**src/rtl/psum_tile_scheduler.sv**
```systemverilog
// Partial-sum tile scheduler: walks K reduction passes x C column tiles, issuing one
// psum-controller STORE run per tile. Optional perf counters are enabled by PSUM_SCHED_PERF_EN.
module psum_tile_scheduler #(
    parameter int ROW               = 8,
    parameter int COL               = 8,
    parameter int O_BRAM_ADDR_WIDTH = 7
) (
    input  logic                         clk,
    input  logic                         rst,
    input  logic                         start,
    input  logic [7:0]                   A,
    input  logic [7:0]                   C,
    input  logic [7:0]                   L,
    input  logic [7:0]                   K,
    output logic                         busy,
    output logic                         done,
    output logic                         cfg_err,
    output logic                         ctrl_start,
    output logic                         ctrl_first_psum,
    output logic                         ctrl_outputload,
    output logic                         ctrl_psum_sel,
    output logic                         ctrl_o_sel,
    output logic [O_BRAM_ADDR_WIDTH:0]   ctrl_psum_baseaddr,
    output logic [7:0]                   ctrl_A,
    output logic [7:0]                   ctrl_C,
    output logic [7:0]                   ctrl_L,
    input  logic                         outputload_fin
`ifdef PSUM_SCHED_PERF_EN
    ,
    output logic [31:0]                  perf_cycles,
    output logic [15:0]                  perf_passes
`endif
);

    localparam int          BA_W  = O_BRAM_ADDR_WIDTH + 1;
    localparam logic [15:0] ROW16 = 16'(ROW);

    if (ROW < 1 || COL < 1) begin : g_param_check
        $error("psum_tile_scheduler: ROW and COL must be at least 1");
    end

    typedef enum logic [2:0] {
        IDLE       = 3'd0,
        ISSUE      = 3'd1,
        STORE_WAIT = 3'd2,
        OUT_WAIT   = 3'd3,
        FIN        = 3'd4
    } state_t;

    state_t      state_r;
    logic [7:0]  k_r;
    logic [7:0]  n_r;
    logic [7:0]  k_dim_r;
    logic [15:0] wait_r;

    logic [7:0]  n_next_s;
    logic [7:0]  k_next_s;
    logic        pass_end_s;
    logic        dims_ok_s;
    logic        accept_s;
    logic [15:0] w_load_s;

    assign dims_ok_s = (A != 8'd0) && (C != 8'd0) && (L != 8'd0) && (K != 8'd0);
    assign accept_s  = (state_r == IDLE) && start && dims_ok_s;

    // STORE duration plus one cycle for the controller to return to idle
    assign w_load_s = 16'({8'd0, ctrl_L} * ROW16) + ROW16 + 16'd1;

    // Tile indices for the run that follows the current one
    always_comb begin
        n_next_s   = 8'd0;
        k_next_s   = k_r;
        pass_end_s = 1'b0;
        if (n_r < (ctrl_C - 8'd1)) begin
            n_next_s   = n_r + 8'd1;
            k_next_s   = k_r;
            pass_end_s = 1'b0;
        end else begin
            n_next_s   = 8'd0;
            k_next_s   = k_r + 8'd1;
            pass_end_s = 1'b1;
        end
    end

    // Job sequencer with registered controller-facing outputs
    always_ff @(posedge clk) begin
        if (rst) begin
            state_r            <= IDLE;
            k_r                <= 8'd0;
            n_r                <= 8'd0;
            k_dim_r            <= 8'd0;
            wait_r             <= 16'd0;
            busy               <= 1'b0;
            done               <= 1'b0;
            cfg_err            <= 1'b0;
            ctrl_start         <= 1'b0;
            ctrl_first_psum    <= 1'b0;
            ctrl_outputload    <= 1'b0;
            ctrl_psum_sel      <= 1'b0;
            ctrl_o_sel         <= 1'b0;
            ctrl_psum_baseaddr <= '0;
            ctrl_A             <= 8'd0;
            ctrl_C             <= 8'd0;
            ctrl_L             <= 8'd0;
        end else begin
            ctrl_start <= 1'b0;
            done       <= 1'b0;
            case (state_r)
                IDLE: begin
                    if (accept_s) begin
                        ctrl_A             <= A;
                        ctrl_C             <= C;
                        ctrl_L             <= L;
                        k_dim_r            <= K;
                        k_r                <= 8'd0;
                        n_r                <= 8'd0;
                        ctrl_psum_sel      <= 1'b0;
                        busy               <= 1'b1;
                        cfg_err            <= 1'b0;
                        ctrl_start         <= 1'b1;
                        ctrl_first_psum    <= 1'b1;
                        ctrl_outputload    <= (K == 8'd1) && (C == 8'd1);
                        ctrl_psum_baseaddr <= '0;
                        state_r            <= ISSUE;
                    end else if (start) begin
                        cfg_err <= 1'b1;
                        done    <= 1'b1;
                    end
                end
                ISSUE: begin
                    wait_r  <= w_load_s;
                    state_r <= ctrl_outputload ? OUT_WAIT : STORE_WAIT;
                end
                STORE_WAIT: begin
                    wait_r <= wait_r - 16'd1;
                    if (wait_r == 16'd1) begin
                        n_r                <= n_next_s;
                        k_r                <= k_next_s;
                        if (pass_end_s) begin
                            ctrl_psum_sel <= ~ctrl_psum_sel;
                        end
                        ctrl_start         <= 1'b1;
                        ctrl_first_psum    <= (k_next_s == 8'd0);
                        ctrl_outputload    <= (k_next_s == (k_dim_r - 8'd1)) &&
                                              (n_next_s == (ctrl_C - 8'd1));
                        ctrl_psum_baseaddr <= BA_W'({24'd0, n_next_s} * ROW);
                        state_r            <= ISSUE;
                    end
                end
                OUT_WAIT: begin
                    if (outputload_fin) begin
                        done       <= 1'b1;
                        busy       <= 1'b0;
                        ctrl_o_sel <= ~ctrl_o_sel;
                        state_r    <= FIN;
                    end
                end
                FIN: begin
                    state_r <= IDLE;
                end
                default: begin
                    state_r <= IDLE;
                end
            endcase
        end
    end

`ifdef PSUM_SCHED_PERF_EN
    // Per-job busy-cycle and run counters, restarted on each accepted job
    always_ff @(posedge clk) begin
        if (rst) begin
            perf_cycles <= 32'd0;
            perf_passes <= 16'd0;
        end else if (accept_s) begin
            perf_cycles <= 32'd0;
            perf_passes <= 16'd0;
        end else begin
            if (busy && (perf_cycles != 32'hFFFF_FFFF)) begin
                perf_cycles <= perf_cycles + 32'd1;
            end
            if (ctrl_start) begin
                perf_passes <= perf_passes + 16'd1;
            end
        end
    end
`endif

endmodule

```
**config.mk**
```make
export PLATFORM = sky130hd
export DESIGN_NAME = psum_tile_scheduler
export DESIGN_NICKNAME = d
export VERILOG_FILES = /design/src/rtl/psum_tile_scheduler.sv
export SDC_FILE = /design/constraint.sdc
export NUM_CORES = 1
export LEC_CHECK = 0
export CAP_MARGIN = 30
export CORE_MARGIN = 2
export CORE_UTILIZATION = 54
export CTS_BUF_LIST = sky130_fd_sc_hd__clkbuf_16
export CTS_CLUSTER_SIZE = 30
export DETAILED_ROUTE_END_ITERATION = 10
export PLACE_DENSITY = 0.87
export SYNTH_ARGS = -nofsm -noshare
export SYNTH_HDL_FRONTEND = slang
export SYNTH_SLANG_ARGS = --single-unit
```
**constraint.sdc**
```tcl
create_clock -name clk -period 4.85 [get_ports clk]
set_input_delay 0.7275 -clock clk [delete_from_list [all_inputs] [get_ports clk]]
set_output_delay 0.7275 -clock clk [all_outputs]
set_load 0.01 [all_outputs]
```
==> run summary <==
Seq/Total Area, Yosys - 0.340
First-pass GRT wire length - 19100 um
P_leak - 2.14 nW
Worst r2r src - ctrl_C[3]
Flops & latches, synth - 75
Die Area - 8930 sq um
Maximum clock rate - 0.248 GHz
Top post-synthesis cells by area - dfxtp_1, mux2i_1, nor2_1, xnor2_1, a21oi_1
Initial DRC count - 292
WL final - 11600 um
CTS tree - built
Critical Path RT - 5.10 ns
Synthesized instance count - 541
Number of I/O port buffers - 72
Synthesized cell area - 4420 sq um
Yosys top cell by area - dfxtp_1
Number of top-level pins - 76
Vias after detailed routing - 4195
Yosys warns - 0
DRC - 0
Total routing usage reported by global routing - 0.270
R2R Setup Slk - 0.81 ns
Number of CTS-inserted buffers - 9
Antenna diode count - 0
TritonCTS Sinks - 75
Worst Setup Start Kind - flop
Fin Setup TNS - 0 ns
Maximum clock insertion buffer count - 2
Reg2Reg Depth - 12
Clk pin slew, worst setup/hold paths - 0.07 ns
Hold Slack - 0.469 ns
VDD IR max - 0.287 mV
Setup CP Type - flop to flop
Hold endpoint - busy
Worst Tran Pin Value - 0.752 ns
Largest net degree at the start of global routing - 50
Post-Place Worst Slack - 0.927 ns
Final WS setup - 0.813 ns
Detailed Routing Iterations Pass 1 - 5
Die extent in x - 94.5 um
Distinct cells, synth - 62
DR WL/cell - 16.7 um
Initial Util - 0.563
Final HPWL DP - 8140 um
Top-count cell post-synth - nor2_1
R2r endpoint - ctrl_outputload
Routed Antenna Nets - 0
Htree depth - 3
Status - finished clean
Crit path max fanout - 15
Share of the synthesized area in the top cell type - 0.340
Final min period - 4.04 ns
Number of flops mapped to enable cells by yosys - 0
Vias in the first global route - 4009
Final setup vio count - 0
Initial antenna violation count - 0
Hold-critical path depth - 2
Ys async rst share - 0
Placement Rows - 32
Max Cap Viol - 0
Slowest CP cell - or4_1
Vias per cell - 6.03
Post-synth top cells - nor2_1, dfxtp_1, a21oi_1
Max-slew headroom - 0.499
Final worst path period share - 0.832
Mapped Avg Cell Area - 8.17 sq um
Critical path arrival - 4.29 ns
Gr ovfl total - 0
Slew Viols, Final - 0
Core box area - 7850 sq um
Fin. Hold Viols - 0
Post-cts sizing count - 0
PD cells - 504 nW/um^2
Hold_buf cts - 0
Clk Latency, worst-skew pair - 0.34 ns
Gpl congestion - 0.928
Final Skew - 0.0114 ns
Clk root buf - clkbuf_16
Post-CTS setup buffers - 0
Syn-to-layout area delta - 22.7%
Crit path capture type - flop
Ys flop type - dfxtp_1
Layout cells sized above 1 - 0.0589
Final layout net count - 639
Die height - 94.5 um
Hold path start - busy
CP cell instances - nor4_1 > nand2_1 > xor2_1 > ha_1 > and2_4 > a221oi_4 > o311ai_4 > and2_1 > a21o_1 > a2111o_1 > or4_1 > o31ai_2
CP max stage delay - 0.51 ns
RSZ-0062 raised after global routing - no
Hold/Removal Path Class - flop to flop
[logic make-up after synthesis]
kind of cell | Yosys count | share of synthesized area
muxes | 34 | 0.0773
xor gates and xnor gates | 44 | 0.0872
AOI/OAI and AO/OA | 99 | 0.151
DFF | 75 | 0.340
other | 1 | 0.000848
adders and majority gates | 14 | 0.0396
and+or+nand+nor | 218 | 0.246
buffers and inverters | 56 | 0.0583
[cell usage in the layout (no fill, tap or decap), types with 3 or more instances in the layout]
cell type        count
nor3_1              19
a21oi_1             38
dfxtp_1             75
o311ai_0             3
a31oi_1              5
and2_1               3
nand4_1              7
mux2i_1             33
nand3_1             15
a21o_1               6
clkbuf_16            9
clkdlybuf4s50_1     71
nor2_1              87
xor2_1              17
or3_1                5
buf_4                3
nand2_1             36
inv_1               15
a22oi_1              3
or4_1                8
nand3b_1             4
and3_1               5
ha_1                14
nor3b_1              4
xnor2_1             27
a211oi_1             5
nor4_1              10
o21ai_0             15
conb_1               3
[area by class of cell]
type	count	area, sq um
Inverter	15	56.3
Fill cell	643	2420
Clock buffer	9	225
Clock inverter	7	83.8
Sequential cell	75	1500
Multi-Input combinational cell	412	2690
Timing Repair Buffer	76	743
Tap cell	102	128
[registers in the layout, indices dropped and copies added (netlist names)]
name,cells
ctrl_outputload,1
ctrl_start,1
ctrl_A,8
n_r,8
ctrl_first_psum,1
cfg_err,1
busy,1
done,1
k_dim_r,8
wait_r,16
ctrl_psum_sel,1
state_r,3
ctrl_L,8
ctrl_o_sel,1
ctrl_C,8
k_r,8
[report_power, final]
group	internal (mW)	switching (mW)	total, mW
clock network	0.408	0.294	0.702
registers	0.732	0.136	0.869
logic	0.514	0.649	1.16
total	1.65	1.08	2.73
[worst max-delay path: cells and delay by family (launching register included)]
kind	cells	cell delay, ns
XOR/XNOR	1	0.35
AO/OA/AOI/OAI	5	1.24
adder cells (fa/ha/maj)	1	0.36
flip-flops	1	0.41
AND/OR/NAND/NOR	5	1.60
[layer usage]
layer	vias up	share of wire	track usage
li1	2019	-	-
met1	1981	0.42	0.333
met4	0	0.023	0.100
met2	167	0.48	0.455
met5	-	0	0
met3	28	0.081	0.0662
[through the flow]
| stage | utilization | power (mW) | cell area [sq um] | std cells |
|---|---|---|---|---|
| finish | 0.691 | 2.73 | 5420 | 696 |
| floorplan | - | 1.68 | 4430 | 543 |
| global placement | 0.651 | 1.96 | 5110 | 679 |
| CTS | 0.691 | 2.72 | 5420 | 696 |
| detailed placement | 0.652 | 2.01 | 5110 | 680 |
| global route | 0.691 | 2.88 | 5420 | 696 |
[how the worst max path moves through the flow]
stage,slack [ns],start,to
3_3_place_gp,1.08,ctrl_C[3],ctrl_outputload
3_5_place_dp,0.93,ctrl_C[3],ctrl_outputload
4_1_cts,0.87,ctrl_C[3],ctrl_outputload
6_report,0.81,ctrl_C[3],ctrl_outputload
5_1_grt,0.53,ctrl_C[0],ctrl_outputload
2_1_floorplan,1.28,ctrl_C[3],ctrl_outputload
Power figures use the tool's default switching activity.
